File: config.mk
export PLATFORM = sky130hd
export DESIGN_NAME = muldiv_unit_flat
export DESIGN_NICKNAME = d
export VERILOG_FILES = /design/src/rtl/muldiv_pkg.sv /design/src/rtl/muldiv_if.sv /design/src/rtl/muldiv_decode.sv /design/src/rtl/muldiv_unit.sv /design/src/flat_wrapper.sv
export SDC_FILE = /design/constraint.sdc
export NUM_CORES = 1
export LEC_CHECK = 0
export ABC_AREA = 0
export CAP_MARGIN = 20
export CORE_AREA = 2 2 230 232
export DETAILED_ROUTE_END_ITERATION = 16
export DIE_AREA = 0 0 232 234
export PLACE_DENSITY = 0.49
export SLEW_MARGIN = 15
export SYNTH_ARGS = -nofsm -noshare
export SYNTH_HDL_FRONTEND = slang
export SYNTH_SLANG_ARGS = --single-unit
File: constraint.sdc
create_clock -name clk -period 3.7 [get_ports clk]
set_input_delay 0.74 -clock clk [delete_from_list [all_inputs] [get_ports clk]]
set_output_delay 0.74 -clock clk [all_outputs]
set_load 0.005 [all_outputs]
File: src/rtl/muldiv_pkg.sv
// Shared constants for the iterative RV32M multiply/divide unit:
// funct3 encodings and the FSM state type.
package muldiv_pkg;

  localparam logic [2:0] F3_MUL    = 3'b000;
  localparam logic [2:0] F3_MULH   = 3'b001;
  localparam logic [2:0] F3_MULHSU = 3'b010;
  localparam logic [2:0] F3_MULHU  = 3'b011;
  localparam logic [2:0] F3_DIV    = 3'b100;
  localparam logic [2:0] F3_DIVU   = 3'b101;
  localparam logic [2:0] F3_REM    = 3'b110;
  localparam logic [2:0] F3_REMU   = 3'b111;

  typedef enum logic [1:0] {
    S_IDLE = 2'd0,
    S_CALC = 2'd1,
    S_FIX  = 2'd2,
    S_DONE = 2'd3
  } state_e;

endpackage

File: src/rtl/muldiv_if.sv
// Start/result bundle between the execute stage and the multiply/divide unit.
// Handshake: a start is taken on a rising edge where valid_i & ready_o; done_o is
// a one-cycle pulse and result_o/tag_o hold until the next done_o.
interface muldiv_if #(
  parameter int XLEN  = 32,
  parameter int TAG_W = 5
);
  logic             valid_i;
  logic             ready_o;
  logic [2:0]       funct3_i;
  logic [XLEN-1:0]  op_a_i;
  logic [XLEN-1:0]  op_b_i;
  logic [TAG_W-1:0] tag_i;
  logic             flush_i;
  logic             done_o;
  logic [XLEN-1:0]  result_o;
  logic [TAG_W-1:0] tag_o;

  modport master (
    output valid_i, funct3_i, op_a_i, op_b_i, tag_i, flush_i,
    input  ready_o, done_o, result_o, tag_o
  );

  modport slave (
    input  valid_i, funct3_i, op_a_i, op_b_i, tag_i, flush_i,
    output ready_o, done_o, result_o, tag_o
  );
endinterface

File: src/rtl/muldiv_decode.sv
// Combinational funct3 decode into the control fields the datapath needs.
module muldiv_decode
  import muldiv_pkg::*;
(
  input  logic [2:0] funct3_i,
  output logic       is_div_o,
  output logic       want_rem_o,
  output logic       want_high_o,
  output logic       a_signed_o,
  output logic       b_signed_o
);

  always_comb begin
    is_div_o    = 1'b0;
    want_rem_o  = 1'b0;
    want_high_o = 1'b0;
    a_signed_o  = 1'b0;
    b_signed_o  = 1'b0;
    case (funct3_i)
      F3_MUL: ;
      F3_MULH: begin
        want_high_o = 1'b1;
        a_signed_o  = 1'b1;
        b_signed_o  = 1'b1;
      end
      F3_MULHSU: begin
        want_high_o = 1'b1;
        a_signed_o  = 1'b1;
      end
      F3_MULHU: want_high_o = 1'b1;
      F3_DIV: begin
        is_div_o   = 1'b1;
        a_signed_o = 1'b1;
        b_signed_o = 1'b1;
      end
      F3_DIVU: is_div_o = 1'b1;
      F3_REM: begin
        is_div_o   = 1'b1;
        want_rem_o = 1'b1;
        a_signed_o = 1'b1;
        b_signed_o = 1'b1;
      end
      F3_REMU: begin
        is_div_o   = 1'b1;
        want_rem_o = 1'b1;
      end
      default: ;
    endcase
  end

endmodule

File: src/rtl/muldiv_unit.sv
// Iterative M-extension unit: shift-add multiply and restoring divide on operand
// magnitudes, one bit per cycle, with the sign applied in a single fix-up cycle.
module muldiv_unit
  import muldiv_pkg::*;
#(
  parameter int XLEN  = 32,
  parameter int TAG_W = 5
) (
  input  logic     clk,
  input  logic     rst_n,
  muldiv_if.slave  bus,
  output state_e   state_o
);

  localparam int CNT_W = $clog2(XLEN);

  state_e            state_q, state_d;
  logic [CNT_W-1:0]  cnt_q, cnt_d;
  logic [2*XLEN-1:0] acc_q, acc_d;
  logic [XLEN-1:0]   opnd_q, opnd_d;
  logic              is_div_q, is_div_d;
  logic              want_rem_q, want_rem_d;
  logic              want_high_q, want_high_d;
  logic              neg_q, neg_d;
  logic [TAG_W-1:0]  tag_lat_q, tag_lat_d;
  logic [XLEN-1:0]   result_q, result_d;
  logic [TAG_W-1:0]  tag_q, tag_d;
  logic              done_q, done_d;

  logic dec_is_div, dec_want_rem, dec_want_high, dec_a_signed, dec_b_signed;

  muldiv_decode u_decode (
    .funct3_i    (bus.funct3_i),
    .is_div_o    (dec_is_div),
    .want_rem_o  (dec_want_rem),
    .want_high_o (dec_want_high),
    .a_signed_o  (dec_a_signed),
    .b_signed_o  (dec_b_signed)
  );

  // Operand magnitudes; negating the most negative value wraps to 2^(XLEN-1),
  // which is exactly the unsigned magnitude wanted.
  logic            neg_a, neg_b, accept, div_zero;
  logic [XLEN-1:0] mag_a, mag_b;

  always_comb begin
    neg_a    = dec_a_signed & bus.op_a_i[XLEN-1];
    neg_b    = dec_b_signed & bus.op_b_i[XLEN-1];
    mag_a    = neg_a ? (~bus.op_a_i + 1'b1) : bus.op_a_i;
    mag_b    = neg_b ? (~bus.op_b_i + 1'b1) : bus.op_b_i;
    accept   = bus.valid_i & (state_q == S_IDLE) & ~bus.flush_i;
    div_zero = dec_is_div & (bus.op_b_i == '0);
  end

  // Per-cycle datapath steps and the sign fix-up.
  logic [XLEN:0]     mul_sum;
  logic [XLEN:0]     div_shift;
  logic [XLEN-1:0]   div_sub;
  logic              div_bit;
  logic [2*XLEN-1:0] full_prod;
  logic [XLEN-1:0]   div_val, div_res, fix_res;

  always_comb begin
    mul_sum   = {1'b0, acc_q[2*XLEN-1:XLEN]} + {1'b0, (acc_q[0] ? opnd_q : '0)};
    div_shift = {acc_q[2*XLEN-1:XLEN], acc_q[XLEN-1]};
    div_bit   = (div_shift >= {1'b0, opnd_q});
    div_sub   = div_shift[XLEN-1:0] - opnd_q;
    full_prod = neg_q ? (~acc_q + 1'b1) : acc_q;
    div_val   = want_rem_q ? acc_q[2*XLEN-1:XLEN] : acc_q[XLEN-1:0];
    div_res   = neg_q ? (~div_val + 1'b1) : div_val;
    if (is_div_q) begin
      fix_res = div_res;
    end else if (want_high_q) begin
      fix_res = full_prod[2*XLEN-1:XLEN];
    end else begin
      fix_res = full_prod[XLEN-1:0];
    end
  end

  always_comb begin
    state_d     = state_q;
    cnt_d       = cnt_q;
    acc_d       = acc_q;
    opnd_d      = opnd_q;
    is_div_d    = is_div_q;
    want_rem_d  = want_rem_q;
    want_high_d = want_high_q;
    neg_d       = neg_q;
    tag_lat_d   = tag_lat_q;
    result_d    = result_q;
    tag_d       = tag_q;
    done_d      = 1'b0;

    case (state_q)
      S_IDLE: begin
        if (accept) begin
          is_div_d    = dec_is_div;
          want_rem_d  = dec_want_rem;
          want_high_d = dec_want_high;
          neg_d       = (dec_is_div & dec_want_rem) ? neg_a : (neg_a ^ neg_b);
          tag_lat_d   = bus.tag_i;
          cnt_d       = '0;
          if (div_zero) begin
            result_d = dec_want_rem ? bus.op_a_i : '1;
            tag_d    = bus.tag_i;
            done_d   = 1'b1;
            state_d  = S_DONE;
          end else begin
            acc_d   = {{XLEN{1'b0}}, (dec_is_div ? mag_a : mag_b)};
            opnd_d  = dec_is_div ? mag_b : mag_a;
            state_d = S_CALC;
          end
        end
      end
      S_CALC: begin
        if (is_div_q) begin
          acc_d = {(div_bit ? div_sub : div_shift[XLEN-1:0]), acc_q[XLEN-2:0], div_bit};
        end else begin
          acc_d = {mul_sum, acc_q[XLEN-1:1]};
        end
        if (cnt_q == CNT_W'(XLEN - 1)) begin
          cnt_d   = '0;
          state_d = S_FIX;
        end else begin
          cnt_d = cnt_q + 1'b1;
        end
      end
      S_FIX: begin
        result_d = fix_res;
        tag_d    = tag_lat_q;
        done_d   = 1'b1;
        state_d  = S_DONE;
      end
      S_DONE: state_d = S_IDLE;
      default: state_d = S_IDLE;
    endcase

    // Abort keeps the previously published result untouched.
    if (bus.flush_i) begin
      state_d  = S_IDLE;
      cnt_d    = '0;
      done_d   = 1'b0;
      result_d = result_q;
      tag_d    = tag_q;
    end
  end

  always_ff @(posedge clk) begin
    if (!rst_n) begin
      state_q     <= S_IDLE;
      cnt_q       <= '0;
      acc_q       <= '0;
      opnd_q      <= '0;
      is_div_q    <= 1'b0;
      want_rem_q  <= 1'b0;
      want_high_q <= 1'b0;
      neg_q       <= 1'b0;
      tag_lat_q   <= '0;
      result_q    <= '0;
      tag_q       <= '0;
      done_q      <= 1'b0;
    end else begin
      state_q     <= state_d;
      cnt_q       <= cnt_d;
      acc_q       <= acc_d;
      opnd_q      <= opnd_d;
      is_div_q    <= is_div_d;
      want_rem_q  <= want_rem_d;
      want_high_q <= want_high_d;
      neg_q       <= neg_d;
      tag_lat_q   <= tag_lat_d;
      result_q    <= result_d;
      tag_q       <= tag_d;
      done_q      <= done_d;
    end
  end

  assign bus.ready_o  = (state_q == S_IDLE);
  assign bus.done_o   = done_q;
  assign bus.result_o = result_q;
  assign bus.tag_o    = tag_q;
  assign state_o      = state_q;

endmodule

File: src/flat_wrapper.sv
// flat-port wrapper written by rule: the top's interface ports become plain ports
module muldiv_unit_flat import muldiv_pkg::*;
#(
  parameter int XLEN  = 32,
  parameter int TAG_W = 5
)
  (clk, rst_n, state_o, bus_valid_i, bus_funct3_i, bus_op_a_i, bus_op_b_i, bus_tag_i, bus_flush_i, bus_ready_o, bus_done_o, bus_result_o, bus_tag_o);
  muldiv_if #(.XLEN(XLEN), .TAG_W(TAG_W)) bus_i ();
  input  logic clk;
  input  logic rst_n;
  output state_e state_o;
  input wire logic [$bits(bus_i.valid_i)-1:0] bus_valid_i;
  input wire logic [$bits(bus_i.funct3_i)-1:0] bus_funct3_i;
  input wire logic [$bits(bus_i.op_a_i)-1:0] bus_op_a_i;
  input wire logic [$bits(bus_i.op_b_i)-1:0] bus_op_b_i;
  input wire logic [$bits(bus_i.tag_i)-1:0] bus_tag_i;
  input wire logic [$bits(bus_i.flush_i)-1:0] bus_flush_i;
  output wire logic [$bits(bus_i.ready_o)-1:0] bus_ready_o;
  output wire logic [$bits(bus_i.done_o)-1:0] bus_done_o;
  output wire logic [$bits(bus_i.result_o)-1:0] bus_result_o;
  output wire logic [$bits(bus_i.tag_o)-1:0] bus_tag_o;
  assign bus_i.valid_i = bus_valid_i;
  assign bus_i.funct3_i = bus_funct3_i;
  assign bus_i.op_a_i = bus_op_a_i;
  assign bus_i.op_b_i = bus_op_b_i;
  assign bus_i.tag_i = bus_tag_i;
  assign bus_i.flush_i = bus_flush_i;
  assign bus_ready_o = bus_i.ready_o;
  assign bus_done_o = bus_i.done_o;
  assign bus_result_o = bus_i.result_o;
  assign bus_tag_o = bus_i.tag_o;
  muldiv_unit #(.XLEN(XLEN), .TAG_W(TAG_W)) u_core (.clk(clk), .rst_n(rst_n), .bus(bus_i), .state_o(state_o));
endmodule
# ---- Yosys cells after proc, flatten, opt, wreduce, memory -nomap -nowiden
# Index checks and enable logic that the tools add are counted.
dict set report classes {
  addsub 7
  multipliers 0
  n_div 0
  order_cmp 1
  n_eq_ne 15
  shifts 0
  n_mux 38
  bitwise 14
  reduce_logical 16
}
# operator n
set ops {}
lappend ops {{32-bit two-way mux} 13}
lappend ops {{64-bit two-way mux} 4}
lappend ops {{64-bit one-hot mux with 2 select lines} 1}
lappend ops {{32-bit by 1-bit adder with 32-bit output (second input constant)} 3}
lappend ops {{32-bit inverter} 3}
lappend ops {{64-bit by 1-bit adder with 64-bit output (second input constant)} 1}
lappend ops {{64-bit inverter} 1}
lappend ops {{32-bit one-hot mux with 2 select lines} 1}
lappend ops {{32-bit by 32-bit adder with 33-bit output} 1}
lappend ops {{33-bit by 32-bit >= comparator with 1-bit output} 1}
lappend ops {{32-bit zero test} 1}
lappend ops {{32-bit subtractor} 1}
lappend ops {{5-bit two-way mux} 4}
lappend ops {{5-bit one-hot mux with 2 select lines} 2}
lappend ops {{3-bit equality test (second input constant)} 4}
lappend ops {{1-bit two-way mux} 8}
lappend ops {{2-bit one-hot mux with 4 select lines} 1}
lappend ops {{4-bit OR reduction} 2}
lappend ops {{1-bit AND} 6}
lappend ops {{3-bit by 2-bit equality test with 1-bit output (second input constant)} 2}
lappend ops {{2-bit two-way mux} 3}
lappend ops {{2-bit by 1-bit != test with 1-bit output (second input constant)} 3}
lappend ops {{2-bit AND reduction} 3}
lappend ops {{3-bit AND reduction} 2}
lappend ops {{14 further kinds} 20}
dict set report totals {
  ff_bits 150
  latch_bits 0
  ram_bits 0
  mem_bits_ro 0
  inputBits 76
  word_cells 103
  mem_count 0
}

# ---- Logic depth before layout (Yosys ltp)
dict set report depth {
  ltp_word 9
  mapped_depth 17
}

# ---- By module
# A second synthesis with hierarchy kept.
dict set report hier_totals {
  cells_unflattened 2289
  hier_area_um2 16064.2
}
# module instances cells_per_inst area_each_um2
set modules_own_cells {}
lappend modules_own_cells {muldiv_unit 1 2281 16016.6}
lappend modules_own_cells {muldiv_decode 1 8 47.5}

# ---- Worst setup path before layout
# Ideal clock, no wire load.
dict set report synth_path {
  kind {register to register}
  startpoint {reg u_core.want_rem_q}
  endpoint {reg u_core.result_q[24], in the netlist u_core.bus.result_o[24]}
  arrival_ns 3.876
  path_slack_ns -0.294
  stages_incl_launch_ff 18
  period_less_slack_ns 3.994
  path_cell_list {dfxtp_1 -> buf_2 -> clkbuf_1 -> buf_2 -> buf_2 -> buf_1 -> buf_2 -> mux2i_1 -> ha_1 -> o21ai_0 -> nor3_1 -> nand4_1 -> o31ai_1 -> xnor2_1 -> o21ai_0 -> o21ai_0 -> o2111ai_1 -> o221a_2}
}
dict set report synth_via {
  elab_chain_cells 6
}
# element line
set synth_rtl {}
lappend synth_rtl {{start: declaration} muldiv_unit.sv:22} ;# logic want_rem_q, want_rem_d;
lappend synth_rtl {{start signal: assignment} muldiv_unit.sv:168} ;# want_rem_q <= want_rem_d;
lappend synth_rtl {{32-bit two-way mux (*)} muldiv_unit.sv:69} ;# div_val = want_rem_q ? acc_q[2*XLEN-1:XLEN] : acc_q[XLEN-1:0];
lappend synth_rtl {{32-bit inverter} muldiv_unit.sv:70} ;# div_res = neg_q ? (~div_val + 1'b1) : div_val;
lappend synth_rtl {{32-bit by 1-bit adder with 32-bit output} muldiv_unit.sv:70}
lappend synth_rtl {{32-bit two-way mux (*)} muldiv_unit.sv:70}
lappend synth_rtl {{32-bit two-way mux (*)} muldiv_unit.sv:71} ;# if (is_div_q) begin
lappend synth_rtl {{32-bit one-hot mux with 2 select lines (*)} muldiv_unit.sv:94} ;# case (state_q)
lappend synth_rtl {{end signal: assignment} muldiv_unit.sv:172} ;# result_q <= result_d;
lappend synth_rtl {{end: declaration} muldiv_unit.sv:26} ;# logic [XLEN-1:0] result_q, result_d;
# Every way passes the cells marked *; elsewhere a longest branch is shown, timed or not.
# A chain may end at the register's enable or synchronous reset.

# ---- Final worst setup path
dict set report layout_path {
  startpoint {in bus_op_b_i[10]}
  endpoint {reg u_core.acc_q[30]}
}
dict set report layout_via {
  elab_chain_cells 7
  elab_cells_between_ends 11
  classes_between {1 x add/sub; 1 x eq/ne; 5 x mux; 2 x bitwise; 2 x reduce/logical}
}
# element line
set layout_rtl {}
lappend layout_rtl {{start: declaration} flat_wrapper.sv:15} ;# input wire logic [$bits(bus_i.op_b_i)-1:0] bus_op_b_i;
lappend layout_rtl {{32-bit inverter} muldiv_unit.sv:50} ;# mag_b = neg_b ? (~bus.op_b_i + 1'b1) : bus.op_b_i;
lappend layout_rtl {{32-bit by 1-bit adder with 32-bit output} muldiv_unit.sv:50}
lappend layout_rtl {{32-bit two-way mux} muldiv_unit.sv:50}
lappend layout_rtl {{32-bit two-way mux} muldiv_unit.sv:109} ;# acc_d = {{XLEN{1'b0}}, (dec_is_div ? mag_a : mag_b)};
lappend layout_rtl {{64-bit two-way mux} muldiv_unit.sv:103} ;# if (div_zero) begin
lappend layout_rtl {{64-bit two-way mux} muldiv_unit.sv:96} ;# if (accept) begin
lappend layout_rtl {{64-bit one-hot mux with 2 select lines} muldiv_unit.sv:94}
lappend layout_rtl {{end signal: assignment} muldiv_unit.sv:152} ;# acc_q <= '0;
lappend layout_rtl {{end signal: assignment} muldiv_unit.sv:165} ;# acc_q <= acc_d;
lappend layout_rtl {{end: declaration} muldiv_unit.sv:19} ;# logic [2*XLEN-1:0] acc_q, acc_d;
# Parallel ways exist; a longest one is shown, timed or not. The select of a mux whose other input is x is not followed.

==> impl_metrics.tcl <==
set metrics [dict create \
    status "complete, no violations" \
    instances_no_fill 3103 \
    coreArea_sq_um 52020 \
    clk_latency_ns 0.47 \
    rr_worst_depth 11 \
    rrSetupSlack_ns 0.18 \
    cp.arrival_ns 4.02 \
    cpMostUsedCell "a21oi_1" \
    maxSlewHeadroom_pct 42.03 \
    layout_common_cells "nor2_1, buf_4, nand2_1" \
    crit_type "in2reg" \
    sw_frac_of_total_pct 38.46 \
    nets 2553 \
    std_cell_rows 84 \
    r2r-start "u_core.acc_q[34]" \
    root_buffer "clkbuf_16" \
    area_delta_synth_final_pct 26.97 \
    cts_made_buffers 17 \
    syn_nets 2323 \
    ant_nets 0 \
    placedCellCount 3071 \
    synth_warnings 0 \
    die_w_um 232 \
    ir_worst_vdd_mv 0.3478 \
    grt_first_pass_wirelength_um 97260 \
    drc_errors 0 \
    clkSinkCount 150 \
    avgRoutedWirePerCell_um 20.83 \
    setup_violations 0 \
    hold_start "u_core.opnd_q[10]" \
    avgSynthCellArea_sq_um 7.096 \
    synth_seq_area_share_pct 19.48 \
    antenna_cells 0 \
    hold_path.class "reg2reg" \
    io_pins 117 \
    grt_usage_pct 23.42 \
    portBuffers 116 \
    finalInstanceArea_sq_um 19570 \
    first_iter_violations 1414 \
    total_power_mw 5.946 \
    gp_congestion 0.9403 \
    max_cap_violations 0 \
    grt_max_degree 82 \
    start_util_pct 29.62 \
    fin_crit_ns 3.613 \
    yosysUniqueCellTypes 84 \
    timing.final.hold_violations 0 \
    period_share_pct 97.64 \
    path_clk_slew_ns 0.08 \
    async_flop_share_pct 0 \
    cp-end-kind "flop" \
    crit_fanout 7 \
    fin_tns_setup_ns 0 \
    synth-seq-cells 150 \
    synth-edff-count 0 \
    pwr-share-clk_pct 31.7 \
    layout_commonest_cell "nor2_1" \
    overflow 0 \
    vias 17040 \
    postSynthCellCount 2172 \
    rr_endpoint "u_core.bus.result_o[21]" \
    fin_hold_ws_ns 0.4521 \
    cts_buffer_depth 2 \
    grt_pass1_vias 16210 \
    crit_slowest_cell "or4_4" \
    leakage_nw 7.588 \
    required_ns 4.11 \
    seq_power_share_pct 29.8 \
    p_sw_mw 2.287 \
    cts_tree "built" \
    first_pass_iters 5 \
    placed_cell_area_sq_um 18870 \
    via_per_inst 5.491 \
    worstSetupStartpointType "input port" \
    slew_violations 0 \
    rsz0062_at_grt "false" \
    path_cells "clkdlybuf4s50_1 > or4_4 > or4_1 > buf_4 > nor4_1 > buf_4 > a21oi_1 > xnor2_1 > o21ai_0 > a21oi_1 > a21oi_1 > a21oi_1" \
    hold_buffers 0 \
    worstMarginPinSlew_ns 0.8695 \
    drive_above_1_share_pct 15.82 \
    cts_max_level 4 \
    skew_ns 0.01604 \
    power_density_nw_per_um2 303.8 \
    syn_area_sq_um 15410 \
    whs_endpoint "u_core.opnd_q[10]" \
    hold_depth 2 \
    ys.flop_type "dfxtp_1" \
    power_frac_comb_pct 38.4 \
    die_y_um 234 \
    max_freq_ghz 0.2768 \
    cpPeakStageDelay_ns 0.53 \
    routed_wl_um 64640 \
    p_int_mw 3.659 \
    die_area_sq_um 54290 \
    dpl.hpwl_um 51920 \
    antenna_found_initial 0 \
]
[sequential cells by signal, indices dropped and copies added (netlist names), 2 cells and up]
register             flops
u_core.acc_q            64
u_core.bus.result_o     32
u_core.bus.tag_o         5
u_core.cnt_q             5
u_core.opnd_q           32
u_core.state_o           2
u_core.tag_lat_q         5
[cells in the mapped netlist, types with 28 or more instances]
master | count | area (sq um)
nor2_1 | 252 | 945.9
nand2_1 | 211 | 792.0
a21oi_1 | 190 | 950.9
o21ai_0 | 159 | 795.8
dfxtp_1 | 150 | 3003
clkbuf_1 | 127 | 476.7
xnor2_1 | 115 | 1007
xor2_1 | 82 | 718.2
inv_1 | 80 | 300.3
mux2i_1 | 75 | 750.7
ha_1 | 73 | 913.4
a211oi_1 | 64 | 480.5
nor3_1 | 61 | 305.3
nand3_1 | 38 | 190.2
o211ai_1 | 34 | 255.2
o31ai_1 | 33 | 247.7
a21o_1 | 29 | 217.7
nor4_1 | 28 | 175.2
[metrics by stage]
stage / setup slack (ns) / utilization [%]
6_report: 0.08720 / 37.61
3_5_place_dp: -0.3545 / 36.27
3_3_place_gp: -0.3593 / 36.27
4_1_cts: -0.03212 / 37.46
5_1_grt: 0.007098 / 37.61
2_1_floorplan: 0.04950 / -
[final cells by class]
| cell class | count | area [sq um] |
|---|---|---|
| clock buffers | 17 | 425.4 |
| clock inverters | 15 | 182.7 |
| fillers | 5491 | 32460 |
| inverters | 82 | 307.8 |
| multi-input cells | 1780 | 11550 |
| flip-flops and latches | 150 | 3009 |
| well taps | 688 | 860.8 |
| repair buffers | 371 | 3228 |
[kinds of logic (layout without fill, tap and decap cells)]
logic type	count (synthesis)	count (layout)	share of synthesized area, %
flip-flops	150	150	19.48
XOR/XNOR	197	197	11.20
AND/OR/NAND/NOR	743	743	22.76
buffers and inverters	242	485	6.210
AO/OA/AOI/OAI	664	664	27.40
multiplexers	101	101	6.771
adder cells (fa/ha/maj)	75	75	6.186
[power by group through the flow]
stage | clock network [mW] | registers (mW) | logic, mW
5_1_grt | 1.97 | 1.78 | 2.48
4_1_cts | 1.92 | 1.77 | 2.25
6_report | 1.89 | 1.77 | 2.29
3_5_place_dp | 0 | 1.81 | 2.23
3_3_place_gp | 0 | 1.80 | 2.23
2_1_floorplan | 0 | 1.76 | 1.39
[how the worst max path moves through the flow]
stage | start | endpoint | slack (ns)
6_report | bus_op_b_i[10] | u_core.acc_q[30] | 0.09
5_1_grt | bus_op_b_i[10] | u_core.acc_q[30] | 0.007
4_1_cts | u_core.acc_q[0] | u_core.acc_q[57] | -0.03
3_5_place_dp | bus_op_b_i[10] | u_core.acc_q[29] | -0.35
3_3_place_gp | bus_op_b_i[10] | u_core.acc_q[29] | -0.36
2_1_floorplan | u_core.want_rem_q | u_core.bus.result_o[24] | 0.05
[critical path, delay by kind of cell]
family / cells / cell delay, ns
compound gates: 5 / 0.71
xor+xnor: 1 / 0.29
buf+inv: 3 / 0.83
simple gates: 3 / 1.44
[repair_timing]
action                     4_1_cts  5_1_grt
pin swaps                        1        5
setup buffers                    0        0
setup endpoints to repair        4       18
gates resized for setup          2       23
[metal layers]
layer	global-route usage, %	share of wire [%]
met1	32.19	47
met2	38.54	46
met3	2.104	4.6
met4	7.572	2.7
met5	0	0
(Power assumes the default switching activity.)
